### src/rtl/data_mem_stage.sv
// Data memory pipeline stage: multi-cycle load/store against a small word
// memory, stalling upstream via freeze until the access commits.
// Handshake: a request (mem_r_en | mem_w_en) is accepted in IDLE; upstream
// must hold all inputs stable while freeze=1. In the DONE cycle freeze=0, so
// upstream advances, and any request visible during DONE is ignored.
module data_mem_stage #(
  parameter int DATA_W    = 32,
  parameter int DEPTH     = 64,
  parameter int BASE_ADDR = 1024,
  parameter int LATENCY   = 2,
  parameter int DEST_W    = 4
) (
  input  logic              clk,
  input  logic              rst,
  input  logic              wb_en_in,
  input  logic              mem_r_en,
  input  logic              mem_w_en,
  input  logic [DATA_W-1:0] alu_res,
  input  logic [DATA_W-1:0] val_rm,
  input  logic [DEST_W-1:0] dest,
  output logic              wb_en_out,
  output logic              mem_r_en_out,
  output logic [DATA_W-1:0] alu_res_out,
  output logic [DEST_W-1:0] dest_out,
  output logic [DATA_W-1:0] mem_res,
  output logic              freeze,
  output logic              addr_err,
  output logic [1:0]        state_dbg
);

  localparam int IDX_W = $clog2(DEPTH);
  localparam int CNT_W = (LATENCY > 1) ? $clog2(LATENCY) : 1;
  localparam logic [DATA_W-1:0] BASE      = DATA_W'(BASE_ADDR);
  localparam logic [DATA_W-1:0] DEPTH_LIM = DATA_W'(DEPTH);
  localparam logic [CNT_W-1:0]  CNT_LOAD  = CNT_W'(LATENCY - 1);

  typedef enum logic [1:0] {
    S_IDLE = 2'd0,
    S_BUSY = 2'd1,
    S_DONE = 2'd2
  } state_t;

  state_t             state_q;
  logic [CNT_W-1:0]   cnt_q;
  logic [DATA_W-1:0]  mem_res_q;
  logic               addr_err_q;
  logic [DATA_W-1:0]  mem_q [DEPTH];

  logic [DATA_W-1:0]  offset;
  logic [DATA_W-1:0]  word_off;
  logic [IDX_W-1:0]   idx;
  logic               illegal;
  logic               req;

  // Address decode and legality check, evaluated on the held inputs.
  assign offset   = alu_res - BASE;
  assign word_off = offset >> 2;
  assign idx      = word_off[IDX_W-1:0];
  assign illegal  = (alu_res < BASE) || (word_off >= DEPTH_LIM) ||
                    (alu_res[1:0] != 2'b00);
  assign req      = mem_r_en | mem_w_en;

  // Stall while a request waits in IDLE or the access is in flight.
  assign freeze = (state_q == S_BUSY) || ((state_q == S_IDLE) && req);

  // Pass-through of pipeline control and result with no added latency.
  assign wb_en_out    = wb_en_in;
  assign mem_r_en_out = mem_r_en;
  assign alu_res_out  = alu_res;
  assign dest_out     = dest;

  assign mem_res   = mem_res_q;
  assign addr_err  = addr_err_q;
  assign state_dbg = state_q;

  // Access FSM: counts out the latency, then commits exactly once at the
  // BUSY->DONE edge. Both enables high is treated as a store.
  always_ff @(posedge clk) begin
    if (rst) begin
      state_q    <= S_IDLE;
      cnt_q      <= '0;
      mem_res_q  <= '0;
      addr_err_q <= 1'b0;
      for (int i = 0; i < DEPTH; i++) begin
        mem_q[i] <= '0;
      end
    end else begin
      case (state_q)
        S_IDLE: begin
          addr_err_q <= 1'b0;
          if (req) begin
            cnt_q   <= CNT_LOAD;
            state_q <= S_BUSY;
          end
        end
        S_BUSY: begin
          if (cnt_q != '0) begin
            cnt_q <= cnt_q - 1'b1;
          end else begin
            state_q    <= S_DONE;
            addr_err_q <= illegal;
            if (illegal) begin
              mem_res_q <= '0;
            end else if (mem_w_en) begin
              mem_q[idx] <= val_rm;
              mem_res_q  <= '0;
            end else begin
              mem_res_q <= mem_q[idx];
            end
          end
        end
        S_DONE: begin
          state_q    <= S_IDLE;
          addr_err_q <= 1'b0;
        end
        default: begin
          state_q    <= S_IDLE;
          addr_err_q <= 1'b0;
        end
      endcase
    end
  end

endmodule

### config.mk
export PLATFORM = sky130hd
export DESIGN_NAME = data_mem_stage
export DESIGN_NICKNAME = d
export VERILOG_FILES = /design/src/rtl/data_mem_stage.sv
export SDC_FILE = /design/constraint.sdc
export NUM_CORES = 2
export LEC_CHECK = 0
export CAP_MARGIN = 20
export CORE_ASPECT_RATIO = 2
export CORE_MARGIN = 4
export CORE_UTILIZATION = 63
export CTS_CLUSTER_DIAMETER = 120
export DETAILED_ROUTE_END_ITERATION = 8
export PLACE_DENSITY = 0.88
export SYNTH_ARGS = -nofsm -noshare
export SYNTH_HDL_FRONTEND = slang
export SYNTH_SLANG_ARGS = --single-unit
### constraint.sdc
create_clock -name clk -period 5.25 [get_ports clk]
set_input_delay 1.05 -clock clk [delete_from_list [all_inputs] [get_ports clk]]
set_output_delay 1.05 -clock clk [all_outputs]
set_load 0.05 [all_outputs]
==> flow_summary.json <==
{
  "remaining_drc_errors": 1,
  "cpMaxStageDelayCell": "clkdlybuf4s50_1",
  "ir_drop_uv": 275.5,
  "status": "finished, violations left",
  "stdcell_count": 8752,
  "nFillCells": 8957,
  "crit_buf_inv": 2,
  "ant_nets": 0,
  "place_area_um2": 95070,
  "maxCapViolCount": 0,
  "core_um2": 143900,
  "syn_nets": 6880,
  "worst-path-max-fanout": 13,
  "grt.total_usage": 0.3658,
  "yosysWarnings": 0,
  "synth_ff_type": "edfxtp_1",
  "io_buffers": 136,
  "clock_latency_ps": 820,
  "violations": "design-rule violations",
  "io_pins": 147,
  "grt_first_pass_wirelength_mm": 405.8,
  "syn-mean-instance-area_um2": 13.39,
  "cp_slowest_stage_delay_ps": 1110,
  "tightest_slew_ps": 1034,
  "fp.dieArea_um2": 151200,
  "layout.area.seq_um2": 62220,
  "fmax_mhz": 239.8,
  "synth_edf_count": 2048,
  "drt-total-wl_mm": 282.1,
  "r2r_cells": 7,
  "root_buffer": "clkbuf_16",
  "criticalPathCategory": "input pin to primary output",
  "setup_viol": 0,
  "drtIter0Drc": 11820,
  "hold_class": "register to register",
  "dpl.hpwl_mm": 193.6,
  "fin_ws_ps": 1080,
  "clock_sinks": 2084,
  "dp_slack_ps": 659.1,
  "post_drt_wl_per_cell_um": 32.23,
  "overflow": 0,
  "drv_slew": 0,
  "synth.distinct_cells": 56,
  "grt_max_degree": 139,
  "clk_pin_slew_ps": 70,
  "critical_path_arrival_ps": 3120,
  "cts_resized": 0,
  "synthCells": 6807,
  "cp.depth": 2,
  "dr.pass1.iters": 9,
  "yosysSeqAreaShare": 0.6826,
  "syn2layout_area_growth_pct": 10.26,
  "cts_tree": "built",
  "timing.setup.tns_ps": 0,
  "start_util": 0.6332,
  "final_util": 0.6981,
  "period_share": 0.7942,
  "hold_buffers": 0,
  "path_common_cell": "clkdlybuf4s50_1",
  "cp_cell_sequence": "clkdlybuf4s50_1 -> clkdlybuf4s50_1",
  "fin_crit_ps": 4170,
  "vias": 62270,
  "async_flop_share": 0,
  "yosys_register_bits": 2084,
  "grt_antenna_before_repair": 12,
  "grt_pass1_vias": 61590,
  "leakagePower_nw": 32.79,
  "cts_buffers": 171,
  "cp_top_family": "buffers and inverters",
  "synthesis.area_um2": 91150,
  "multi_input_area_um2": 26380,
  "htree_levels": 4,
  "clock_path_buffers": 4,
  "relSlewSlack": 0.2925,
  "drive_above_1_share": 0.1371,
  "num_rows": 197,
  "whs_path_depth": 2,
  "fp.dieW_um": 277.0,
  "layout.nets": 6806,
  "postLayoutCellArea_um2": 100500,
  "grt_setup_unrepaired": "no",
  "power_density_nw_per_um2": 338.9,
  "required_ps": 4200,
  "die_h_um": 545.9,
  "post-cts-setup-buffers": 0,
  "skew_ps": 30.44,
  "placed_cells": 8450,
  "critPathLaunchType": "input pin",
  "globalplace.congestion": 0.9760,
  "viasPerCell": 7.115,
  "finalHoldViolCount": 0,
  "critPathCaptureType": "primary output"
}
## worst paths after layout
kind,startpoint,endpoint,slack (ps)
setup reg to reg,state_dbg[0],mem_q[13][10],1260
hold / removal,mem_res[11],mem_res[11],460
hold reg to reg,mem_res[11],mem_res[11],460
setup / recovery,alu_res[5],alu_res_out[5],1080
## cells in the final DEF, fill, tap and decap left out, types with 11 or more instances in the layout
cell type	count
a221o_1	32
inv_1	37
or4_1	29
o21ai_0	91
nor3b_1	32
dfxtp_1	36
clkinv_2	21
nand2b_1	58
a221oi_1	61
o22ai_1	90
a22o_1	35
mux4_2	300
clkbuf_1	40
nand3_1	38
buf_4	143
a22oi_1	177
and4b_1	29
o221ai_1	32
clkdlybuf4s50_1	131
a21oi_1	33
clkinv_1	27
bufinv_16	17
buf_12	75
clkbuf_16	173
nand2_1	459
mux2i_1	212
nor2_1	2116
a21o_2	44
edfxtp_1	2048
clkbuf_8	11
o21bai_4	12
and3_1	28
mux2_2	67
## Yosys cell counts, types with 3 or more instances
cell / instances / share of area
nor2_1: 2119 / 0.087
edfxtp_1: 2048 / 0.67
nand2_1: 468 / 0.019
mux4_2: 300 / 0.074
clkbuf_1: 254 / 0.010
buf_2: 253 / 0.014
mux2i_1: 212 / 0.023
a22oi_1: 177 / 0.015
o21ai_0: 91 / 0.0050
o22ai_1: 90 / 0.0062
mux2_2: 67 / 0.0083
nand2b_1: 62 / 0.0043
a221oi_1: 61 / 0.0059
buf_4: 59 / 0.0049
a21o_1: 45 / 0.0037
nand3_1: 40 / 0.0022
inv_1: 38 / 0.0016
dfxtp_1: 36 / 0.0079
a22o_1: 35 / 0.0034
a21oi_1: 34 / 0.0019
a221o_1: 32 / 0.0035
nor3b_1: 32 / 0.0026
o221ai_1: 32 / 0.0031
and3_1: 30 / 0.0021
and4b_1: 30 / 0.0033
or4_1: 29 / 0.0024
buf_1: 24 / 0.00099
o21bai_1: 13 / 0.0011
buf_6: 12 / 0.0015
nor3_1: 9 / 0.00049
a31o_2: 8 / 0.00077
and2_1: 8 / 0.00055
nor2_2: 6 / 0.00041
nor2b_1: 6 / 0.00041
a32oi_1: 5 / 0.00048
o211ai_1: 5 / 0.00041
nand2_2: 4 / 0.00027
and3b_1: 3 / 0.00029
nand4_1: 3 / 0.00021
nor4_1: 3 / 0.00021
nor4b_1: 3 / 0.00029
nor4bb_1: 3 / 0.00033
## per-stage QoR
stage,hold slack (ps),power [mW]
2_1_floorplan,477.5,20.56
3_3_place_gp,437.3,21.42
3_5_place_dp,442.2,21.50
4_1_cts,450.2,33.92
5_1_grt,480.3,34.73
6_report,457.3,34.05
## sequential cells by signal, summed over array words and instances, names as in the netlist
register	flops
addr_err	1
cnt_q	1
mem_q	2048
state_dbg	2
mem_res	32
## layout make-up
cell class / instances / area share
Tap cell: 1890 / 0.02353
Clock buffer: 224 / 0.04608
Sequential cell: 2084 / 0.6191
Inverter: 38 / 0.001419
Timing Repair Buffer: 355 / 0.03945
Antenna cell: 4 / 0.00009960
Multi-Input combinational cell: 4083 / 0.2625
Clock inverter: 74 / 0.007819
## power breakdown
group	switching [mW]	leakage (nW)	total [mW]	internal (mW)
Combinational	1.52	8.68	2.34	0.822
Sequential	0.166	21.5	18.9	18.7
Clock	5.77	2.63	12.8	7.05
## cell families after synthesis
family          after synthesis  synth area share
compound gates              636           0.05069
buf+inv                     640           0.03325
flops                      2084            0.6826
mux                         579            0.1057
simple gates               2868            0.1278
## routing by layer
| layer | vias to the layer above | wire (µm) | global-route usage | share of wire |
|---|---|---|---|---|
| li1 | 24630 | - | - | - |
| met1 | 30120 | 84330 | 0.4518 | 0.30 |
| met2 | 6088 | 136100 | 0.5993 | 0.48 |
| met3 | 1412 | 42900 | 0.09968 | 0.15 |
| met4 | 10 | 18710 | 0.1860 | 0.066 |
| met5 | - | 57 | 0 | 0.00020 |
Power figures use the tool's default switching activity.
